File: src/rtl/axis_word_serializer.sv
// Wide-to-narrow AXI-Stream adapter: one IN_BYTES word in, one byte per beat out, sideband held per word.
// Latency: first byte one cycle after the word is accepted; 1 byte/clk sustained, no bubble between words.
// Backpressure: input ready only when empty or while the final byte of the held word is handshaking.
module axis_word_serializer #(
    parameter int IN_BYTES   = 4,
    parameter int ID_WIDTH   = 8,
    parameter int DEST_WIDTH = 8,
    parameter int USER_WIDTH = 1,
    parameter int MSB_FIRST  = 0
) (
    input  logic                    clk,
    input  logic                    rst,
    input  logic [8*IN_BYTES-1:0]   s_axis_tdata,
    input  logic [IN_BYTES-1:0]     s_axis_tkeep,
    input  logic                    s_axis_tvalid,
    output logic                    s_axis_tready,
    input  logic                    s_axis_tlast,
    input  logic [ID_WIDTH-1:0]     s_axis_tid,
    input  logic [DEST_WIDTH-1:0]   s_axis_tdest,
    input  logic [USER_WIDTH-1:0]   s_axis_tuser,
    output logic [7:0]              m_axis_tdata,
    output logic                    m_axis_tvalid,
    input  logic                    m_axis_tready,
    output logic                    m_axis_tlast,
    output logic [ID_WIDTH-1:0]     m_axis_tid,
    output logic [DEST_WIDTH-1:0]   m_axis_tdest,
    output logic [USER_WIDTH-1:0]   m_axis_tuser,
    output logic                    err_null_last
);

    localparam int IDX_W = $clog2(IN_BYTES);

    typedef enum logic {EMPTY, SHIFT} state_t;

    state_t                  state_q, state_d;
    logic [8*IN_BYTES-1:0]   data_q, data_d;
    logic [IN_BYTES-1:0]     keep_q, keep_d;
    logic                    last_q, last_d;
    logic [ID_WIDTH-1:0]     id_q, id_d;
    logic [DEST_WIDTH-1:0]   dest_q, dest_d;
    logic [USER_WIDTH-1:0]   user_q, user_d;
    logic [IDX_W-1:0]        idx_q, idx_d;
    logic                    err_q, err_d;

    logic [IN_BYTES-1:0]     kord;
    logic [IDX_W-1:0]        last_idx;
    logic                    run;
    logic [IDX_W-1:0]        sel;
    logic                    at_last;
    logic                    s_hs;

    // Keep bits reordered into emission order; only the leading contiguous run is emitted.
    always_comb begin
        kord     = '0;
        last_idx = '0;
        run      = 1'b1;
        for (int i = 0; i < IN_BYTES; i++) begin
            kord[i] = (MSB_FIRST != 0) ? keep_q[IN_BYTES-1-i] : keep_q[i];
        end
        for (int i = 0; i < IN_BYTES; i++) begin
            if (run && kord[i]) begin
                last_idx = IDX_W'(i);
            end else begin
                run = 1'b0;
            end
        end
    end

    assign sel     = (MSB_FIRST != 0) ? (IDX_W'(IN_BYTES - 1) - idx_q) : idx_q;
    assign at_last = (state_q == SHIFT) && (idx_q == last_idx);

    assign s_axis_tready = rst && ((state_q == EMPTY) || (at_last && m_axis_tready));
    assign s_hs          = s_axis_tvalid && s_axis_tready;

    assign m_axis_tvalid = (state_q == SHIFT);
    assign m_axis_tdata  = (state_q == SHIFT) ? data_q[8*sel +: 8] : 8'd0;
    assign m_axis_tlast  = at_last && last_q;
    assign m_axis_tid    = id_q;
    assign m_axis_tdest  = dest_q;
    assign m_axis_tuser  = user_q;
    assign err_null_last = err_q;

    always_comb begin
        state_d = state_q;
        data_d  = data_q;
        keep_d  = keep_q;
        last_d  = last_q;
        id_d    = id_q;
        dest_d  = dest_q;
        user_d  = user_q;
        idx_d   = idx_q;
        err_d   = 1'b0;

        if ((state_q == SHIFT) && m_axis_tready) begin
            if (idx_q != last_idx) begin
                idx_d = idx_q + 1'b1;
            end else begin
                state_d = EMPTY;
            end
        end

        // A new word can only land when empty or on the final byte, so it overrides the advance above.
        if (s_hs) begin
            if (s_axis_tkeep != '0) begin
                data_d  = s_axis_tdata;
                keep_d  = s_axis_tkeep;
                last_d  = s_axis_tlast;
                id_d    = s_axis_tid;
                dest_d  = s_axis_tdest;
                user_d  = s_axis_tuser;
                idx_d   = '0;
                state_d = SHIFT;
            end else begin
                state_d = EMPTY;
                err_d   = s_axis_tlast;
            end
        end
    end

    always_ff @(posedge clk) begin
        if (!rst) begin
            state_q <= EMPTY;
            data_q  <= '0;
            keep_q  <= '0;
            last_q  <= 1'b0;
            id_q    <= '0;
            dest_q  <= '0;
            user_q  <= '0;
            idx_q   <= '0;
            err_q   <= 1'b0;
        end else begin
            state_q <= state_d;
            data_q  <= data_d;
            keep_q  <= keep_d;
            last_q  <= last_d;
            id_q    <= id_d;
            dest_q  <= dest_d;
            user_q  <= user_d;
            idx_q   <= idx_d;
            err_q   <= err_d;
        end
    end

endmodule

File: config.mk
export PLATFORM = sky130hd
export DESIGN_NAME = axis_word_serializer
export DESIGN_NICKNAME = d
export VERILOG_FILES = /design/src/rtl/axis_word_serializer.sv
export SDC_FILE = /design/constraint.sdc
export NUM_CORES = 1
export LEC_CHECK = 0
export ABC_AREA = 0
export ABC_CLOCK_PERIOD_IN_PS = 4400
export BUFFER_PORTS_ARGS = -buffer_cell sky130_fd_sc_hd__buf_2
export CAP_MARGIN = 25
export CORE_MARGIN = 1.5
export CORE_UTILIZATION = 40
export DETAILED_ROUTE_END_ITERATION = 16
export GPL_ROUTABILITY_DRIVEN = 0
export PLACE_DENSITY_LB_ADDON = 0.25
export SYNTH_ARGS = -nofsm -noshare
export SYNTH_HDL_FRONTEND = slang
export SYNTH_SLANG_ARGS = --single-unit
File: constraint.sdc
create_clock -name clk -period 4.4 [get_ports clk]
set_input_delay 0.66 -clock clk [delete_from_list [all_inputs] [get_ports clk]]
set_output_delay 0.66 -clock clk [all_outputs]
set_load 0.02 [all_outputs]
Word-level counts from Yosys, hierarchy flattened
Index checks and enable logic that the tools add are counted.
{ "word_totals": {"register_bits": 58, "latchBits": 0, "ramBits": 0, "romBits": 0, "inputBits": 58, "out_inout_bits": 29, "mem_count": 0} }
{ "classes": {"add_sub_neg": 1, "multipliers": 0, "div": 0, "magnitude_cmp": 0, "eq_ne": 3, "n_shift": 1, "n_mux": 15, "n_bitwise": 3, "n_reduce_logical": 15} }
{ "ops": {"columns": ["cell", "n"], "rows": [
  ["$shiftx A32 B6 Y8", 1],
  ["$mux W2", 6],
  ["$logic_and A1 B1 Y1", 9],
  ["$mux W1", 8],
  ["$mux W8", 1],
  ["$reduce_and A2 Y1", 2],
  ["$reduce_bool A4 Y1", 1],
  ["$not A1 Y1", 3],
  ["$reduce_or A3 Y1", 1],
  ["$add A2 B1 Y2 const B", 1],
  ["$eq A2 B2 Y1", 1],
  ["$ne A2 B2 Y1", 1],
  ["$ne A2 B2 Y1 const B", 1],
  ["$reduce_bool A2 Y1", 1],
  ["$logic_or A1 B1 Y1", 1]
]} }

Depth between registers and ports, before layout
Gate-level depths: netlist of the first run.
{ "logic_depth": {"word_depth": 15, "depth_mapped": 7, "depth_no_buf": 5} }

Worst setup path after synthesis of the first run
No wires, ideal clock.
{ "synth_path": {"path_type": "input-to-output", "startpoint": "input port rst", "endpoint": "output port s_axis_tready", "arrival_ns": 1.613, "required_time_ns": 3.740, "slack_ns": 2.127, "stages": 4, "n_path_buf": 3, "cell_sequence": "clkbuf_1 > clkbuf_1 > clkbuf_1 > and2_1"} }
{ "synth_between": {"elab_chain_len": 1} }
{ "synth_lines": {"columns": ["element", "line_no", "rtl"], "rows": [
  ["start: declaration", "12", "input logic rst,"],
  ["$logic_and A1 B1 Y1", "72", "assign s_axis_tready = rst && ((state_q == EMPTY) || (at_last && m_axis_tready));"],
  ["end: declaration", "16", "output logic s_axis_tready,"]
]} }
Every way passes these cells.

Worst setup path after layout of the first run
{ "layout_path": {"startpoint": "register idx_q[0]", "endpoint": "output port s_axis_tready"} }
{ "layout_between": {"elab_chain_len": 5} }
{ "layout_lines": {"columns": ["element", "line_no", "rtl"], "rows": [
  ["start: declaration", "42", "logic [IDX_W-1:0] idx_q, idx_d;"],
  ["start signal: assignment", "139", "idx_q <= idx_d;"],
  ["$eq A2 B2 Y1", "70", "assign at_last = (state_q == SHIFT) && (idx_q == last_idx);"],
  ["$logic_and A1 B1 Y1", "70", null],
  ["$logic_and A1 B1 Y1", "72", null],
  ["$logic_or A1 B1 Y1", "72", null],
  ["$logic_and A1 B1 Y1", "72", null]
]} }
Every way passes these cells.

==> results of run 1 <==
-- registers in the layout, indices dropped and copies added, names as in the netlist --
signal	flops
m_axis_tdest	8
m_axis_tvalid	1
m_axis_tuser	1
m_axis_tid	8
last_q	1
keep_q	4
idx_q	2
err_null_last	1
data_q	32
-- worst max-delay path, cell delays in order (launching register included) --
cell and delay (ns):
dfxtp_1 0.79, xor2_1 0.14, o32a_1 0.42, a31oi_4 0.25, and2_1 0.16, buf_2 0.16
-- layout make-up --
type	instances	area, µm²	area share (%)
Timing Repair Buffer	89	473	15.5
Tap cell	75	93.8	3.07
Sequential cell	58	1160	38.0
Clock buffer	13	159	5.20
Multi-Input combinational cell	202	1170	38.2
-- worst max-delay path by stage --
stage / start / endpoint / slack, ns
floorplan: rst / s_axis_tready / 2.13
global placement: rst / m_axis_tdest[2] / 1.46
detailed placement: idx_q[0] / m_axis_tid[4] / 1.63
CTS: idx_q[0] / s_axis_tready / 1.45
global route: idx_q[0] / s_axis_tready / 1.27
finish: idx_q[0] / s_axis_tready / 1.48
-- routing by layer --
metal | part of all wire [%] | track usage [%]
met5 | 0 | 0
met4 | 0.69 | 7.29
met3 | 7.4 | 5.22
met2 | 44 | 30.3
met1 | 48 | 26.1
-- per-stage QoR --
| step | total power, mW | utilization, % | hold slack, ns |
|---|---|---|---|
| final | 1.15 | 51.3 | 0.453 |
| after global routing | 1.20 | 51.3 | 0.469 |
| after CTS | 1.15 | 51.3 | 0.455 |
| after detailed placement | 0.743 | 48.6 | 0.445 |
| after global placement | 0.736 | 48.2 | 0.438 |
| after floorplan | 0.687 | - | 0.429 |
-- cell usage after synthesis --
cell and number:
dfxtp_1 58, nand2_1 57, nand3_1 52, o21ai_0 48
clkbuf_1 14, and2_1 9, mux4_2 8, buf_6 6
and3_1 5, buf_4 5, o21ai_1 4, a31o_2 2
a32o_1 2, nor2_1 2, nor2b_1 2, a21boi_0 1
a21oi_1 1, a31oi_4 1, and2_2 1, buf_2 1
nand2_4 1, nand4_1 1, nand4b_1 1, nor4_1 1
o32a_1 1, xnor2_1 1, xor2_1 1
-- cells in the final DEF (no fill, tap or decap) --
cell type	Yosys	final
a21boi_0	1	1
a21oi_1	1	1
a31o_2	2	2
a31oi_4	1	1
a32o_1	2	2
and2_1	9	9
and2_2	1	1
and3_1	5	5
buf_16	0	1
buf_2	1	86
buf_4	5	2
clkbuf_1	14	2
clkbuf_8	0	11
dfxtp_1	58	58
mux4_2	8	8
nand2_1	57	57
nand2_4	1	1
nand3_1	52	52
nand4_1	1	1
nand4b_1	1	1
nor2_1	2	1
nor2_4	0	1
nor2b_1	2	2
nor4_1	1	1
o21ai_0	48	48
o21ai_1	4	4
o32a_1	1	1
xnor2_1	1	1
xor2_1	1	1
-- where the power goes --
group	switching [mW]	internal, mW
logic	0.0833	0.0614
clock network	0.188	0.226
registers	0.0223	0.565
total	0.294	0.852
-- kinds of logic (layout without fill, tap and decap cells) --
group / after synthesis / in the layout / synth area share [%]
XOR/XNOR: 2 / 2 / 0.705
flip-flops: 58 / 58 / 46.7
buffers and inverters: 26 / 102 / 6.55
multiplexers: 8 / 8 / 7.25
AO/OA/AOI/OAI: 60 / 60 / 13.7
AND/OR/NAND/NOR: 132 / 132 / 25.0
==> results.json, run 1 <==
{
  "fp.coreArea_mm2": 0.00596,
  "drv_cap": 0,
  "slew_headroom_pct": 47.4,
  "p_leak_nw": 1.30,
  "finalSetupViolCount": 0,
  "worst_r2r_endpoint": "m_axis_tid[4]",
  "io_buffers": 86,
  "yosysTopAreaCell": "dfxtp_1",
  "clkTransAtPathRegs_ns": 0.06,
  "antenna_left": 0,
  "drc": 0,
  "finalMaxSlewViolations": 0,
  "drt-vias-per-instance": 5.23,
  "syn_avg_cell_area_um2": 8.69,
  "design_area_mm2": 0.00306,
  "die_x_um": 81.8,
  "synth_cells": 286,
  "end_kind": "output pin",
  "clockBufferDepth": 2,
  "start_kind": "flop",
  "r2r-start": "idx_q[0]",
  "grt_overflow": 0,
  "fmax_ghz": 0.343,
  "regToRegSetupSlack_ns": 1.67,
  "status": "finished clean",
  "area_growth_pct": 23.0,
  "initial_core_util_pct": 41.7,
  "period_minus_slack_ns": 2.92,
  "finClkSkew_ns": 0.00448,
  "dp_cells": 424,
  "synth.top_cell.area_share_pct": 46.7,
  "netlist_area_mm2": 0.00248,
  "die-area_mm2": 0.00669,
  "final_nets": 418,
  "ys.warnings.count": 0,
  "synthesis.nets": 344,
  "first_pass_iters": 4,
  "holdPathStages": 2,
  "post_cts_buffers": 0,
  "hold_end": "m_axis_tid[1]",
  "synth.distinct_cells": 27,
  "rows": 28,
  "drtIter0Drc": 162,
  "grt_pass1_vias": 2180,
  "io_pins": 87,
  "antenna_cells": 0,
  "cts_max_level": 3,
  "hold_viol": 0,
  "ys_ff_latch": 58,
  "synth.yosys.seq_area_share_pct": 46.7,
  "pre_cts_ws_ns": 1.63,
  "routedWlPerCell_um": 14.2,
  "fillers": 612,
  "powerDensity_mw_per_mm2": 375,
  "final_cell_count_no_fill": 437,
  "grt_max_degree": 59,
  "routed_wirelength_um": 6230,
  "place_area_mm2": 0.00290,
  "hold_start": "m_axis_tid[1]",
  "ff2ff_path_depth": 5,
  "worstPathMaxFanout": 13,
  "post_cts_resized": 0,
  "drive_above_1_share_pct": 31.5,
  "worst_pin_slew_ns": 0.789,
  "cts_buffers": 9,
  "track_usage_pct": 19.6,
  "min_period_over_period_pct": 66.3,
  "dp_hpwl_um": 4060,
  "cts_tree": "built",
  "die_h_um": 81.8,
  "grt_pass1_wl_um": 10000,
  "worst_slack_ns": 1.48,
  "worstPathArrival_ns": 2.26,
  "cts-root-buf": "clkbuf_8",
  "required_ns": 3.74,
  "antenna_found_initial": 0,
  "peakVddDrop_mv": 0.170,
  "vias": 2286,
  "cts.sinks": 58,
  "clock_latency_ns": 0.33,
  "fin_tns_setup_ns": 0,
  "worstSetupPathType": "flop to output pin",
  "holdBufCountCts": 0,
  "yosys-top-cells-area": "dfxtp_1, nand3_1, o21ai_0",
  "hp-class": "flop to flop",
  "rsz0062_at_grt": "no"
}
No activity file was read; power rests on OpenSTA's default activity.
==> inputs of run 2 (changes only) <==
--- a/config.mk
+++ b/config.mk
@@ -6,7 +6,7 @@
 export NUM_CORES = 1
 export LEC_CHECK = 0
 export ABC_AREA = 0
-export ABC_CLOCK_PERIOD_IN_PS = 4400
+export ABC_CLOCK_PERIOD_IN_PS = 2800
 export BUFFER_PORTS_ARGS = -buffer_cell sky130_fd_sc_hd__buf_2
 export CAP_MARGIN = 25
 export CORE_MARGIN = 1.5
==> constraint.sdc (replaced) <==
create_clock -name clk -period 2.8 [get_ports clk]
set_input_delay 0.42 -clock clk [delete_from_list [all_inputs] [get_ports clk]]
set_output_delay 0.42 -clock clk [all_outputs]
set_load 0.02 [all_outputs]
==> run 2 against run 1 <==
Effect of this change:
- flip-flop and latch count stayed put
- clock-buffer cell count is 1 lower
- worst hold slack worse by 0.15 ns
- sequential power is 56% higher
- via count is 0.79% lower
- first-iteration DRC count is 22% lower
- clock skew is 0.00055 ns higher
- critical path depth is 1 lower
- cell area is 1.1% higher
- cell count is 1.4% higher
==> results.json, run 2 (synthesis results as in run 1) <==
{
  "status": "finished clean",
  "cts_tree": "built",
  "required_ns": 2.38,
  "holdBufCountCts": 0,
  "ff2ff_path_depth": 6,
  "antenna_left": 0,
  "clockPowerShare_pct": 36.7,
  "largest_register_ffs": 32,
  "routedWlPerCell_um": 13.9,
  "grt_pass1_wl_um": 9830,
  "vias": 2268,
  "fp.coreArea_mm2": 0.00596,
  "start_kind": "flop",
  "pre_cts_ws_ns": 0.685,
  "worst_slack_ns": 0.533,
  "final_nets": 422,
  "clkTransAtPathRegs_ns": 0.06,
  "finalSetupViolCount": 0,
  "cts.sinks": 58,
  "slowest_delay_ns": 0.52,
  "clockBufferDepth": 2,
  "post_cts_buffers": 0,
  "drtIter0Drc": 127,
  "grt_pass1_vias": 2124,
  "die_h_um": 81.8,
  "worst_path_dominant_cell_family": "multiplexers",
  "min_period_over_period_pct": 81.0,
  "area_growth_pct": 24.3,
  "drive_above_1_share_pct": 32.9,
  "p_int_mw": 1.34,
  "antenna_cells": 0,
  "grt_max_degree": 59,
  "io_pins": 87,
  "crit_chain": "buf_4 > mux4_2 > and2_1 > buf_2",
  "final_cell_mix": "buf_2, dfxtp_1, nand2_1, nand3_1, o21ai_0",
  "end_kind": "output pin",
  "rows": 28,
  "p_comb_share_pct": 12.7,
  "hp-class": "input port to flop",
  "cp.depth": 4,
  "peakVddDrop_mv": 0.296,
  "slew_headroom_pct": 60.9,
  "clock_latency_ns": 0.34,
  "drc": 0,
  "grt_overflow": 0,
  "p_leak_nw": 1.33,
  "die_x_um": 81.8,
  "antenna_found_initial": 0,
  "power_frac_seq_pct": 50.6,
  "worst_pin_slew_ns": 0.586,
  "worstPathMaxFanout": 10,
  "finClkSkew_ns": 0.00503,
  "fmax_ghz": 0.441,
  "netSwitchingFraction_pct": 25.9,
  "cts_max_level": 3,
  "final_common_cell": "buf_2",
  "cts_buffers": 9,
  "finalMaxSlewViolations": 0,
  "die-area_mm2": 0.00669,
  "routed_wirelength_um": 6150,
  "powerDensity_mw_per_mm2": 587,
  "track_usage_pct": 19.9,
  "rsz0062_at_grt": "no",
  "post_cts_resized": 0,
  "fin_tns_setup_ns": 0,
  "path_buf_inv": 2,
  "worstPathArrival_ns": 1.85,
  "period_minus_slack_ns": 2.27,
  "io_buffers": 86,
  "drv_cap": 0,
  "initial_core_util_pct": 41.7,
  "hold_viol": 0,
  "drt-vias-per-instance": 5.12,
  "worstSetupPathType": "flop to output pin",
  "dp_hpwl_um": 4000,
  "top_register": "data_q",
  "first_pass_iters": 4,
  "holdPathStages": 3,
  "cts-root-buf": "clkbuf_8",
  "p_switching_uw": 469,
  "slowest_stage": "mux4_2"
}
[run 2: final timing paths]
kind	slack, ns	startpoint	to
worst min-delay path	0.30	s_axis_tdest[1]	m_axis_tdest[1]
worst max-delay path	0.53	idx_q[0]	m_axis_tdata[4]
worst min register to register	0.45	m_axis_tid[1]	m_axis_tid[1]
worst max register to register	0.67	keep_q[1]	keep_q[1]
[run 2: per-stage QoR]
stage          area (µm²)  util (%)  instances  hold slack [ns]  total power [mW]
2_1_floorplan        2480         -        286            0.429              1.08
3_3_place_gp         2920      49.0        428            0.439              1.16
3_5_place_dp         2920      49.0        428            0.441              1.17
4_1_cts              3090      51.9        443            0.284              1.84
5_1_grt              3090      51.9        443            0.293              1.91
6_report             3090      51.9        443            0.299              1.81
[run 2: metal layers]
| metal | GRT usage [%] | vias to the layer above | share of wire [%] |
|---|---|---|---|
| li1 | - | 1151 | - |
| met1 | 24.5 | 1025 | 47 |
| met2 | 31.8 | 83 | 44 |
| met3 | 7.44 | 9 | 8.0 |
| met4 | 7.12 | 0 | 1.4 |
| met5 | 0 | - | 0 |
[run 2: power groups by stage]
| stage | registers (mW) | clock network (mW) | logic [mW] |
|---|---|---|---|
| 2_1_floorplan | 0.954 | 0 | 0.125 |
| 5_1_grt | 0.924 | 0.728 | 0.258 |
| 3_3_place_gp | 0.933 | 0 | 0.228 |
| 4_1_cts | 0.918 | 0.689 | 0.233 |
| 3_5_place_dp | 0.935 | 0 | 0.231 |
| 6_report | 0.917 | 0.665 | 0.230 |
[run 2: worst min-delay path, delay by kind of cell]
family / cells / cell delay [ns]
buf+inv: 1 / 0.07
compound gates: 1 / 0.06
simple gates: 1 / 0.05
[run 2: area by class of cell]
type / count / area (µm²)
clock buffers: 12 / 155
multi-input cells: 202 / 1170
clock inverters: 3 / 15.0
flip-flops and latches: 58 / 1160
repair buffers: 93 / 495
fillers: 608 / 2870
well taps: 75 / 93.8
==> inputs of run 3 (changes only) <==
--- a/config.mk
+++ b/config.mk
@@ -6,7 +6,7 @@
 export NUM_CORES = 1
 export LEC_CHECK = 0
 export ABC_AREA = 0
-export ABC_CLOCK_PERIOD_IN_PS = 2800
+export ABC_CLOCK_PERIOD_IN_PS = 1850
 export BUFFER_PORTS_ARGS = -buffer_cell sky130_fd_sc_hd__buf_2
 export CAP_MARGIN = 25
 export CORE_MARGIN = 1.5
==> constraint.sdc (replaced) <==
create_clock -name clk -period 1.85 [get_ports clk]
set_input_delay 0.2775 -clock clk [delete_from_list [all_inputs] [get_ports clk]]
set_output_delay 0.2775 -clock clk [all_outputs]
set_load 0.02 [all_outputs]
==> run 3 against run 2 <==
Effect of this change:
- die area stayed put
- the flow now finishes with violations (negative setup slack)
- clock skew is 0.0013 ns higher
- critical path depth increased by 3
- core utilization grew 4.2 points
- critical path type unchanged
- total power grew 61%
- routed wire length grew 5.4%
- combinational power up 70%
- critical endpoint is now s_axis_tready
- worst hold slack worse by 0.14 ns
- first-iteration DRC count increased by 13%
- sequential power up 52%
- non-clock buffer count increased by 10
==> results.json, run 3 (synthesis results as in run 1) <==
{
  "status": "finished, violations left",
  "violations": "negative setup slack",
  "fin_util_pct": 56.1,
  "crit_chain": "buf_6 > buf_4 > nor2_2 > nand2_2 > a31oi_4 > and2_4 > buf_6",
  "routedWlPerCell_um": 14.3,
  "rows": 28,
  "clkTransAtPathRegs_ns": 0.07,
  "antenna_left": 0,
  "worst_pin_slew_ns": 0.588,
  "cp_common_cell": "buf_6",
  "pre_cts_ws_ns": 0.0487,
  "hp-class": "input port to flop",
  "drv_cap": 0,
  "vias": 2297,
  "top_register": "data_q",
  "r2r-start": "idx_q[0]",
  "slowest_stage": "dfxtp_4",
  "die_h_um": 81.8,
  "drtIter0Drc": 143,
  "slew_headroom_pct": 60.8,
  "finalMaxSlewViolations": 0,
  "clockBufferDepth": 2,
  "largest_register_ffs": 32,
  "hold_start": "s_axis_tdata[31]",
  "start_kind": "flop",
  "fmax_ghz": 0.515,
  "drc": 0,
  "track_usage_pct": 20.4,
  "die-area_mm2": 0.00669,
  "cts_tree": "built",
  "finClkSkew_ns": 0.00631,
  "grt_pass1_vias": 2215,
  "powerDensity_mw_per_mm2": 873,
  "p_leak_nw": 1.44,
  "worst_path_dominant_cell_family": "buffers and inverters",
  "drive_above_1_share_pct": 39.1,
  "cts.sinks": 58,
  "clock_latency_ns": 0.33,
  "final_nets": 432,
  "grt_max_degree": 59,
  "dp_cells": 434,
  "initial_core_util_pct": 41.7,
  "io_pins": 87,
  "required_ns": 1.57,
  "area_growth_pct": 34.4,
  "cts-root-buf": "clkbuf_8",
  "antenna_cells": 0,
  "dp_hpwl_um": 4150,
  "holdBufCountCts": 0,
  "drt-vias-per-instance": 5.06,
  "antenna_found_initial": 0,
  "end_kind": "output pin",
  "die_x_um": 81.8,
  "peakVddDrop_mv": 0.523,
  "slowest_delay_ns": 0.36,
  "cts_buffers": 9,
  "worstPathArrival_ns": 1.66,
  "final_cell_count_no_fill": 454,
  "fp.coreArea_mm2": 0.00596,
  "final_common_cell": "buf_2",
  "path_buf_inv": 3,
  "power_mw": 2.92,
  "first_pass_iters": 4,
  "hold_viol": 0,
  "worstSetupPathType": "flop to output pin",
  "design_area_mm2": 0.00334,
  "min_period_over_period_pct": 105,
  "rsz0062_at_grt": "yes",
  "period_minus_slack_ns": 1.94,
  "grt_overflow": 0,
  "fin_tns_setup_ns": -0.380,
  "grt_pass1_wl_um": 10200,
  "cts_max_level": 3,
  "place_area_mm2": 0.00298,
  "crit_start": "idx_q[0]",
  "final_cell_mix": "buf_2, nand2_1, dfxtp_1, nand3_1, o21ai_0",
  "worstPathMaxFanout": 5,
  "routed_wirelength_um": 6480,
  "finalSetupViolCount": 9,
  "io_buffers": 86,
  "worst_slack_ns": -0.0917,
  "hold_ws_ns": 0.159
}
==> run 3: cell types whose count changed in the layout (fill, tap and decap cells not counted), moves of 2 or more <==
cell      delta
buf_6       +13
and2_4      +10
buf_2       -10
and2_1       -9
buf_4        +5
clkbuf_8     +3
dfxtp_1      -3
clkinv_2     -2
dfxtp_2      +2
nand2_1      -2
nand2_2      +2
==> run 3: worst paths after layout <==
check,end,slack [ns],cells after the start
setup reg to reg,keep_q[0],0.03,9
hold reg to reg,m_axis_tid[1],0.45,2
setup / recovery,s_axis_tready,-0.09,7
hold / removal,data_q[31],0.16,3
==> run 3: layout make-up <==
type / instances / area [µm²]
clock buffer: 15 / 196
clock inverter: 1 / 5.00
fill: 578 / 2620
multi-input combinational: 202 / 1200
sequential: 58 / 1170
tap: 75 / 93.8
timing repair buffer: 103 / 674
==> run 3: what timing repair did <==
item | 4_1_cts | 5_1_grt
cloned | 0 | 1
pin swaps | 7 | 2
gates resized for setup | 33 | 8
hold endpoints to repair | 0 | 0
setup buffers | 3 | 0
setup endpoints to repair | 10 | 65
==> run 3: worst reg2reg max path: cells and delay by family (launching register included) <==
kind	cells	cell delay, ns
flops	1	0.36
compound gates	2	0.46
buf+inv	4	0.60
simple gates	3	0.29
==> run 3: metal layers <==
layer,part of all wire (%),GRT usage (%),wire length (µm)
met3,7.8,5.44,503
met5,0,0,0
met4,0.76,10.2,49
met2,45,30.5,2900
met1,47,27.0,3030
==> run 3: report_power, final <==
group | internal (mW) | switching [mW]
Sequential | 1.34 | 0.0497
Combinational | 0.178 | 0.211
Clock | 0.668 | 0.467
Total | 2.19 | 0.728
